===== src/rtl/axi4s_uart_cfg.sv =====
// UART with an elaboration-time frame format (5..8 data bits, none/even/odd parity, 1 or 2 stops)
// bridging AXI4-Stream byte channels; RX reports parity/framing errors on tuser and pulses overrun.
module axi4s_uart_cfg #(
  parameter int ACLK_FREQUENCY = 200000000,
  parameter int BAUD_RATE      = 9600,
  parameter int DATA_BITS      = 8,
  parameter int PARITY         = 0,
  parameter int STOP_BITS      = 1
) (
  input  logic       aclk,
  input  logic       aresetn,
  output logic       uart_txd,
  input  logic       uart_rxd,
  input  logic       tx_byte_tvalid,
  output logic       tx_byte_tready,
  input  logic [7:0] tx_byte_tdata,
  input  logic       tx_byte_tkeep,
  output logic       rx_byte_tvalid,
  input  logic       rx_byte_tready,
  output logic [7:0] rx_byte_tdata,
  output logic [1:0] rx_byte_tuser,
  output logic       rx_overrun
);

  localparam int CLKS_PER_BIT = ACLK_FREQUENCY / BAUD_RATE;
  localparam int CNT_W        = $clog2(CLKS_PER_BIT + 1);
  localparam logic [CNT_W-1:0] BIT_LAST  = CNT_W'(CLKS_PER_BIT - 1);
  localparam logic [CNT_W-1:0] BIT_HALF  = CNT_W'(CLKS_PER_BIT / 2);
  localparam logic [CNT_W-1:0] CNT_ONE   = CNT_W'(1);
  localparam logic [2:0]       DATA_LAST = 3'(DATA_BITS - 1);
  localparam logic [2:0]       STOP_LAST = 3'(STOP_BITS - 1);
  localparam logic             PAR_ODD   = (PARITY == 2);

  generate
    if (CLKS_PER_BIT < 4) begin : g_bad_clks
      $error("axi4s_uart_cfg: CLKS_PER_BIT must be at least 4");
    end
    if (DATA_BITS < 5 || DATA_BITS > 8) begin : g_bad_data
      $error("axi4s_uart_cfg: DATA_BITS must be 5..8");
    end
    if (PARITY < 0 || PARITY > 2) begin : g_bad_parity
      $error("axi4s_uart_cfg: PARITY must be 0, 1 or 2");
    end
    if (STOP_BITS < 1 || STOP_BITS > 2) begin : g_bad_stop
      $error("axi4s_uart_cfg: STOP_BITS must be 1 or 2");
    end
  endgenerate

  typedef enum logic [2:0] {S_IDLE, S_START, S_DATA, S_PARITY, S_STOP, S_BREAK} state_t;

  // ---------------- transmitter ----------------
  state_t               tx_state_reg;
  logic [CNT_W-1:0]     tx_cnt_reg;
  logic [2:0]           tx_bit_reg;
  logic [DATA_BITS-1:0] tx_shift_reg;
  logic                 tx_par_reg;
  logic                 txd_reg;
  logic                 tx_ready_reg;

  assign uart_txd       = txd_reg;
  assign tx_byte_tready = tx_ready_reg;

  always_ff @(posedge aclk) begin
    if (!aresetn) begin
      tx_state_reg <= S_IDLE;
      tx_cnt_reg   <= '0;
      tx_bit_reg   <= '0;
      tx_shift_reg <= '0;
      tx_par_reg   <= 1'b0;
      txd_reg      <= 1'b1;
      tx_ready_reg <= 1'b1;
    end else begin
      case (tx_state_reg)
        S_IDLE: begin
          // tkeep=0 beats are accepted here and simply dropped
          if (tx_byte_tvalid && tx_byte_tkeep) begin
            tx_shift_reg <= tx_byte_tdata[DATA_BITS-1:0];
            tx_par_reg   <= (^tx_byte_tdata[DATA_BITS-1:0]) ^ PAR_ODD;
            tx_cnt_reg   <= '0;
            txd_reg      <= 1'b0;
            tx_ready_reg <= 1'b0;
            tx_state_reg <= S_START;
          end
        end
        S_START: begin
          if (tx_cnt_reg == BIT_LAST) begin
            tx_cnt_reg   <= '0;
            tx_bit_reg   <= '0;
            txd_reg      <= tx_shift_reg[0];
            tx_shift_reg <= tx_shift_reg >> 1;
            tx_state_reg <= S_DATA;
          end else begin
            tx_cnt_reg <= tx_cnt_reg + CNT_ONE;
          end
        end
        S_DATA: begin
          if (tx_cnt_reg == BIT_LAST) begin
            tx_cnt_reg <= '0;
            if (tx_bit_reg == DATA_LAST) begin
              tx_bit_reg <= '0;
              if (PARITY != 0) begin
                txd_reg      <= tx_par_reg;
                tx_state_reg <= S_PARITY;
              end else begin
                txd_reg      <= 1'b1;
                tx_state_reg <= S_STOP;
              end
            end else begin
              tx_bit_reg   <= tx_bit_reg + 3'd1;
              txd_reg      <= tx_shift_reg[0];
              tx_shift_reg <= tx_shift_reg >> 1;
            end
          end else begin
            tx_cnt_reg <= tx_cnt_reg + CNT_ONE;
          end
        end
        S_PARITY: begin
          if (tx_cnt_reg == BIT_LAST) begin
            tx_cnt_reg   <= '0;
            tx_bit_reg   <= '0;
            txd_reg      <= 1'b1;
            tx_state_reg <= S_STOP;
          end else begin
            tx_cnt_reg <= tx_cnt_reg + CNT_ONE;
          end
        end
        S_STOP: begin
          if (tx_cnt_reg == BIT_LAST) begin
            tx_cnt_reg <= '0;
            if (tx_bit_reg == STOP_LAST) begin
              tx_bit_reg   <= '0;
              tx_ready_reg <= 1'b1;
              tx_state_reg <= S_IDLE;
            end else begin
              tx_bit_reg <= tx_bit_reg + 3'd1;
            end
          end else begin
            tx_cnt_reg <= tx_cnt_reg + CNT_ONE;
          end
        end
        default: begin
          txd_reg      <= 1'b1;
          tx_ready_reg <= 1'b1;
          tx_state_reg <= S_IDLE;
        end
      endcase
    end
  end

  // ---------------- receiver ----------------
  state_t               rx_state_reg;
  logic [CNT_W-1:0]     rx_cnt_reg;
  logic [2:0]           rx_bit_reg;
  logic [DATA_BITS-1:0] rx_shift_reg;
  logic                 rx_par_reg;
  logic                 rxd_meta_reg;
  logic                 rxd_sync_reg;
  logic                 rx_valid_reg;
  logic [7:0]           rx_data_reg;
  logic [1:0]           rx_user_reg;
  logic                 rx_ovr_reg;
  logic                 rx_par_err;
  logic [7:0]           rx_data_ext;

  assign rx_byte_tvalid = rx_valid_reg;
  assign rx_byte_tdata  = rx_data_reg;
  assign rx_byte_tuser  = rx_user_reg;
  assign rx_overrun     = rx_ovr_reg;

  always_comb begin
    rx_data_ext                  = '0;
    rx_data_ext[DATA_BITS-1:0]   = rx_shift_reg;
    rx_par_err = (PARITY != 0) && (rx_par_reg != ((^rx_shift_reg) ^ PAR_ODD));
  end

  always_ff @(posedge aclk) begin
    if (!aresetn) begin
      rxd_meta_reg <= 1'b1;
      rxd_sync_reg <= 1'b1;
      rx_state_reg <= S_IDLE;
      rx_cnt_reg   <= '0;
      rx_bit_reg   <= '0;
      rx_shift_reg <= '0;
      rx_par_reg   <= 1'b0;
      rx_valid_reg <= 1'b0;
      rx_data_reg  <= '0;
      rx_user_reg  <= '0;
      rx_ovr_reg   <= 1'b0;
    end else begin
      rxd_meta_reg <= uart_rxd;
      rxd_sync_reg <= rxd_meta_reg;
      rx_ovr_reg   <= 1'b0;
      if (rx_valid_reg && rx_byte_tready) begin
        rx_valid_reg <= 1'b0;
      end
      case (rx_state_reg)
        S_IDLE: begin
          if (!rxd_sync_reg) begin
            rx_cnt_reg   <= '0;
            rx_state_reg <= S_START;
          end
        end
        S_START: begin
          if (rx_cnt_reg == BIT_HALF) begin
            rx_cnt_reg <= '0;
            rx_bit_reg <= '0;
            rx_state_reg <= rxd_sync_reg ? S_IDLE : S_DATA;
          end else begin
            rx_cnt_reg <= rx_cnt_reg + CNT_ONE;
          end
        end
        S_DATA: begin
          if (rx_cnt_reg == BIT_LAST) begin
            rx_cnt_reg   <= '0;
            rx_shift_reg <= {rxd_sync_reg, rx_shift_reg[DATA_BITS-1:1]};
            if (rx_bit_reg == DATA_LAST) begin
              rx_state_reg <= (PARITY != 0) ? S_PARITY : S_STOP;
            end else begin
              rx_bit_reg <= rx_bit_reg + 3'd1;
            end
          end else begin
            rx_cnt_reg <= rx_cnt_reg + CNT_ONE;
          end
        end
        S_PARITY: begin
          if (rx_cnt_reg == BIT_LAST) begin
            rx_cnt_reg   <= '0;
            rx_par_reg   <= rxd_sync_reg;
            rx_state_reg <= S_STOP;
          end else begin
            rx_cnt_reg <= rx_cnt_reg + CNT_ONE;
          end
        end
        S_STOP: begin
          if (rx_cnt_reg == BIT_LAST) begin
            rx_cnt_reg <= '0;
            // a slot freed by a same-cycle handshake can take the new byte
            if (!rx_valid_reg || rx_byte_tready) begin
              rx_data_reg  <= rx_data_ext;
              rx_user_reg  <= {~rxd_sync_reg, rx_par_err};
              rx_valid_reg <= 1'b1;
            end else begin
              rx_ovr_reg <= 1'b1;
            end
            rx_state_reg <= rxd_sync_reg ? S_IDLE : S_BREAK;
          end else begin
            rx_cnt_reg <= rx_cnt_reg + CNT_ONE;
          end
        end
        S_BREAK: begin
          if (rxd_sync_reg) begin
            rx_state_reg <= S_IDLE;
          end
        end
        default: rx_state_reg <= S_IDLE;
      endcase
    end
  end

endmodule


===== config.mk =====
export PLATFORM = sky130hd
export DESIGN_NAME = axi4s_uart_cfg
export DESIGN_NICKNAME = d
export VERILOG_FILES = /design/src/rtl/axi4s_uart_cfg.sv
export SDC_FILE = /design/constraint.sdc
export NUM_CORES = 1
export LEC_CHECK = 0
export ABC_AREA = 0
export CORE_MARGIN = 10
export CORE_UTILIZATION = 44
export CTS_CLUSTER_DIAMETER = 30
export DETAILED_ROUTE_END_ITERATION = 10
export PLACE_DENSITY = 0.76
export SETUP_SLACK_MARGIN = 0.3
export SKIP_CTS_REPAIR_TIMING = 1
export SYNTH_ARGS = -nofsm -noshare
export SYNTH_HDL_FRONTEND = slang
export SYNTH_SLANG_ARGS = --single-unit

===== constraint.sdc =====
create_clock -name aclk -period 1.65 [get_ports aclk]
set_input_delay 0.165 -clock aclk [delete_from_list [all_inputs] [get_ports aclk]]
set_output_delay 0.165 -clock aclk [all_outputs]
set_load 0.02 [all_outputs]

### Word-level counts from Yosys, hierarchy flattened

Cells that the tools add are included.

| storage, ports and cells | value |
|---|---|
| word-level logic and storage cells | 136 |
| output and inout bits | 14 |
| bits in registers | 73 |
| input port bits | 14 |

| cells by class | value |
|---|---|
| $add $sub $neg | 4 |
| bitwise logic cells | 3 |
| muxes and demuxes | 54 |
| equality and inequality tests | 31 |
| reductions and logical operators | 28 |

Operators by type and width:

| operator | number |
|---|---|
| $mux 15 | 5 |
| $mux 3 | 23 |
| $pmux 15 s3 | 1 |
| $mux 8 | 4 |
| $ne 2x2->1 const B | 16 |
| $add 15x1->15 const B | 2 |
| $eq 15x15->1 const B | 2 |
| $pmux 15 s2 | 1 |
| $pmux 8 s3 | 1 |
| $pmux 3 s6 | 1 |
| $eq 15x14->1 const B | 1 |
| $eq 3x3->1 const B | 5 |
| $pmux 3 s5 | 1 |
| $reduce_and 7->1 | 2 |
| $eq 3x2->1 const B | 4 |
| $mux 1 | 12 |
| $reduce_and 4->1 | 3 |
| $reduce_and 5->1 | 2 |
| $logic_not 3->1 | 3 |
| $pmux 3 s3 | 1 |
| $reduce_bool 3->1 | 3 |
| $add 3x1->3 const B | 2 |
| $eq 3x1->1 const B | 2 |
| $pmux 3 s2 | 1 |
| other kinds (14) | 22 |

### Depth between registers and ports, before layout

| logic depth | value |
|---|---|
| depth after elaboration | 5 |
| mapped depth | 8 |
| gate-level depth less buffers | 7 |

### Least setup slack after synthesis

No wires, ideal clock.

| path | value |
|---|---|
| kind | register to register |
| from | register tx_state_reg[1] |
| to | register tx_cnt_reg[13] |
| setup slack | -145 ps |
| data required time | 1524 ps |
| setup time | 126 ps |
| cell stages (with the launch flop) | 8 |
| buffers on the path | 2 |
| arrival | 1669 ps |
| cells stage by stage | dfxtp_1 > buf_6 > nor2_1 > mux2i_1 > clkbuf_1 > nand3_1 > xor2_1 > nor2_1 |

| on the way | value |
|---|---|
| cells in the longest elaborated chain, start to end | 4 |
| elaborated cells between the ends (all ways) | 10 |
| those cells by class | 5 x eq/ne; 1 x mux; 4 x reduce/logical |

RTL lines:

| what | line | source |
|---|---|---|
| from (decl) | 52 | `state_t tx_state_reg;` |
| from (signal assigned) | 65 | `tx_state_reg <= S_IDLE;` |
| from (signal assigned) | 82 | `tx_state_reg <= S_START;` |
| from (signal assigned) | 91 | `tx_state_reg <= S_DATA;` |
| $eq 3x3->1 (tied with other cells) | 73 | `case (tx_state_reg)` |
| $reduce_or 4->1 (no line) | n/a |  |
| $reduce_bool 2->1 (no line) | n/a |  |
| $reduce_and 2->1 (no line) | n/a |  |
| to (signal assigned) | 93 | `tx_cnt_reg <= tx_cnt_reg + CNT_ONE;` |
| to (signal assigned) | 114 | `tx_cnt_reg <= tx_cnt_reg + CNT_ONE;` |
| to (signal assigned) | 124 | `tx_cnt_reg <= tx_cnt_reg + CNT_ONE;` |
| to (decl) | 53 | `logic [CNT_W-1:0] tx_cnt_reg;` |

Parallel ways exist; a longest one is shown, timed or not.
A chain may end at the register's enable or synchronous reset.

### Worst setup path in the final report

| path | value |
|---|---|
| from | register rx_cnt_reg[0] |
| to | register rx_shift_reg[6], in the netlist rx_data_ext[6] |

| on the way | value |
|---|---|
| cells in the longest elaborated chain, start to end | 2 |

RTL lines:

| what | line | source |
|---|---|---|
| from (decl) | 152 | `logic [CNT_W-1:0] rx_cnt_reg;` |
| from (signal assigned) | 209 | `rx_cnt_reg <= rx_cnt_reg + CNT_ONE;` |
| from (signal assigned) | 222 | `rx_cnt_reg <= rx_cnt_reg + CNT_ONE;` |
| from (signal assigned) | 231 | `rx_cnt_reg <= rx_cnt_reg + CNT_ONE;` |
| $eq 15x15->1 | 213 | `if (rx_cnt_reg == BIT_LAST) begin` |
| $reduce_and 2->1 (no line) | n/a |  |
| to (signal assigned) | 215 | `rx_shift_reg <= {rxd_sync_reg, rx_shift_reg[DATA_BITS-1:1]};` |
| to (decl) | 154 | `logic [DATA_BITS-1:0] rx_shift_reg;` |

Every way passes these cells.

==> results by stage <==
Floorplanning:
- The site row count is 32.
- The area of the core is a little under 8000 um2.
- The die covers 12200 um2.
- During I/O placement, the number of pins put on the boundary was 28.
- The die is 111 um wide.
- The die outline height is 111 um.
- Once the floorplan was initialized, standard cells occupied 46.0% of the core.

Detailed routing:
- The number of violations reported at the end of detailed-routing iteration 0 is 110.
- The routed via count is 3252.
- The via density per instance is 5.48.
- In this run the remaining antenna-violating nets after routing total 0.
- The wire length per cell is 14.2 um.
- The total length of routed wires is 8430 um.
- For this run, design rule violations remaining after detail routing come to 0.
- The first detailed-routing pass took 4 iterations.

Worst hold path:
- The number of stages on the worst hold path is 3.
- The classification of the worst-slack hold path is in2reg.

Place:
- The weighted congestion reported at the end of routability-driven placement is 0.825.
- The count of buffers added on input and output ports is 26.
- The cell area after placement is roughly 4500 um2.
- The HPWL after detailed placement is 5860 um.

Layout:
- The fraction of the core area covered by cells at the end of the flow is 63.7%.
- Cells with a size suffix above 1 make up roughly 33% of the layout.
- 0 antenna diodes ended up in the layout.
- Once layout is done, the placed cells without fillers occupy between 4000 and 5000 um2.
- The most common cell after layout, fill and taps aside is sky130_fd_sc_hd__dfxtp_1.
- The area growth from synthesis to layout is 38.5%.
- The final-stage net count is 509.
- The library cells used most frequently in the layout, excluding fill and tap cells, are 58 x sky130_fd_sc_hd__dfxtp_1, 54 x sky130_fd_sc_hd__buf_4, 50 x sky130_fd_sc_hd__nor2_1, 25 x sky130_fd_sc_hd__mux2i_1, 22 x sky130_fd_sc_hd__a21oi_1.

Timing:
- The final critical-path share of the clock period is 108%.
- After layout, the worst setup slack is -126 ps.
- The final hold violation count is 0.
- The worst clock skew is ~9.4 ps.
- The worst path in the final design needs a cycle of 1780 ps, including I/O delays and setup.
- The number of pins exceeding their max-slew limit in the final report was 0.
- Setup repair after global routing could not meet its margin everywhere.
- The highest achievable clock rate is 0.563 GHz.
- Setup violations remaining at the end of the flow were counted as 50.

CTS:
- TritonCTS built the clock tree.
- The deepest clock path buffer count is 2.
- In this run, CTS created clock tree buffers numbering 9.
- The clock tree root driver cell is sky130_fd_sc_hd__clkbuf_8.
- Clock-pin slew was measured on the worst setup and hold paths at around 90 ps.
- The tree built by TritonCTS fans out to 73 sinks.
- The source-to-sink clock delay at the later pin of the worst-skew pair is roughly 350 ps.
- The number of H-tree levels is 3.

GRT:
- The number of global-route vias before repair is 3025.
- The first global-routing pass estimated 14000 um of wire.
- Entering global routing, the biggest net connects 31 pins.
- The number of antenna violations at the first check in global routing is 0.
- For this run the aggregate overflow at the end of global routing stands at 0.
- For this run, the total global-route usage over all layers was measured as 13.1%.

Synthesis:
- The total of warnings raised by yosys is 0.
- The post-synth net total is 428.
- After synthesis, the mean cell area works out to just under 9 um2.
- Synthesis inferred 73 register bits.
- Sequential cells were found to cover 40.5% of the synthesized design area.
- Counting flops with a built-in enable in the synthesized netlist gives 0.
- Of all flip-flops after synthesis, the portion carrying an async set or reset was 0%.
- Counting every instance in the synthesized netlist gives 405.
- In the synthesized netlist the dominant register cell turns out to be sky130_fd_sc_hd__dfxtp_1.
- The cell area that synthesis handed to floorplanning was between 3000 and 4000 um2.
- The count of different cell masters after synthesis is 62.

Worst setup path:
- Of all nets on the critical path, the largest fanout is 8.
- The worst endpoint data arrival time is 2020 ps.
- The critical path endpoint category is a register.
- The critical path required time is between 1500 and 2000 ps.
- The critical path class is reg2reg.
- The startpoint type of the worst setup path is a register.
- The cell count of the worst reg-to-reg path is 8.

Power:
- Overall power consumption after layout is estimated at 3.50 mW.
- Summed over all cells, the static leakage comes to 2.13 nW.
- Across the VDD grid, the largest voltage drop is around 0.31 mV.
- The total power divided by cell area is 699 nW/um2.

Outcome:
- The final reports fail on negative setup slack.
- The flow ran to the end, but the final reports show violations.

Run:
- Max-cap violations in this run came to 0.
power breakdown:
part / internal [mW] / leakage (nW) / total (mW) / switching, mW
registers: 1.78 / 0.598 / 1.80 / 0.0150
clock network: 0.574 / 0.0888 / 1.32 / 0.749
logic: 0.189 / 1.45 / 0.376 / 0.187
cells in the mapped netlist, drive strengths merged, types with 8 or more instances:
| master | count | share of area [%] |
|---|---|---|
| nand4 | 12 | 2.5 |
| nand3 | 11 | 1.5 |
| dfxtp | 73 | 40 |
| nand2 | 18 | 1.9 |
| inv | 15 | 1.6 |
| mux2i | 27 | 7.5 |
| nor3 | 11 | 1.5 |
| nor2 | 54 | 5.7 |
| xor2 | 9 | 2.2 |
| or3 | 8 | 1.4 |
| a21oi | 28 | 3.9 |
| ha | 9 | 3.1 |
| buf | 10 | 1.9 |
| clkbuf | 13 | 1.4 |
| o21ai | 20 | 2.9 |
| xnor2 | 10 | 2.4 |
through the flow:
step / hold slack (ps) / setup slack, ps / setup TNS (ps) / std cells
floorplan: 266 / -31.1 / -91.2 / 405
global placement: 393 / -54.8 / -571 / 565
detailed placement: 396 / -117 / -1610 / 565
CTS: 377 / -175 / -3990 / 581
global route: 408 / -208 / -7590 / 593
finish: 381 / -126 / -2120 / 593
area by class of cell:
| class | instances | area [um2] |
|---|---|---|
| clock inverter | 7 | 61.3 |
| multi-input combinational | 295 | 2270 |
| sequential | 73 | 1480 |
| inverter | 16 | 63.8 |
| timing repair buffer | 91 | 875 |
| fill | 614 | 2850 |
| tap | 102 | 128 |
| clock buffer | 9 | 124 |
logic make-up after synthesis:
group | share of synthesized area (%)
xor gates and xnor gates | 4.61
other | 0.104
muxes | 7.49
adders and majority gates | 3.12
DFF | 40.5
AOI/OAI and AO/OA | 13.9
buffers and inverters | 4.99
and+or+nand+nor | 25.3
path summary, 6_finish.rpt:
kind | startpoint | end | slack, ps
max | rx_cnt_reg[0] | rx_data_ext[6] | -130
min | tx_byte_tdata[7] | tx_shift_reg[7] | 380
max reg2reg | rx_cnt_reg[0] | rx_data_ext[6] | -130
min reg2reg | rxd_meta_reg | rxd_sync_reg | 410
worst max-delay path, cell delays in order (launching register included):
cell and delay, ps:
sky130_fd_sc_hd__dfxtp_4 360, sky130_fd_sc_hd__inv_2 50, sky130_fd_sc_hd__ha_2 170, sky130_fd_sc_hd__nor2b_4 170
sky130_fd_sc_hd__and4_4 290, sky130_fd_sc_hd__and4_4 240, sky130_fd_sc_hd__buf_12 130, sky130_fd_sc_hd__mux2i_2 210
sky130_fd_sc_hd__nor2_1 70
per-layer routing:
metal  global-route usage, %  part of all wire, %  up-vias
met1                    16.5                   46     1562
met3                    2.97                  2.8       14
met4                    4.23                  1.3        0
met2                    21.4                   50       60
met5                       0                    0        -
li1                        -                    -     1616
Note: power is estimated with default switching activity, not from simulation.
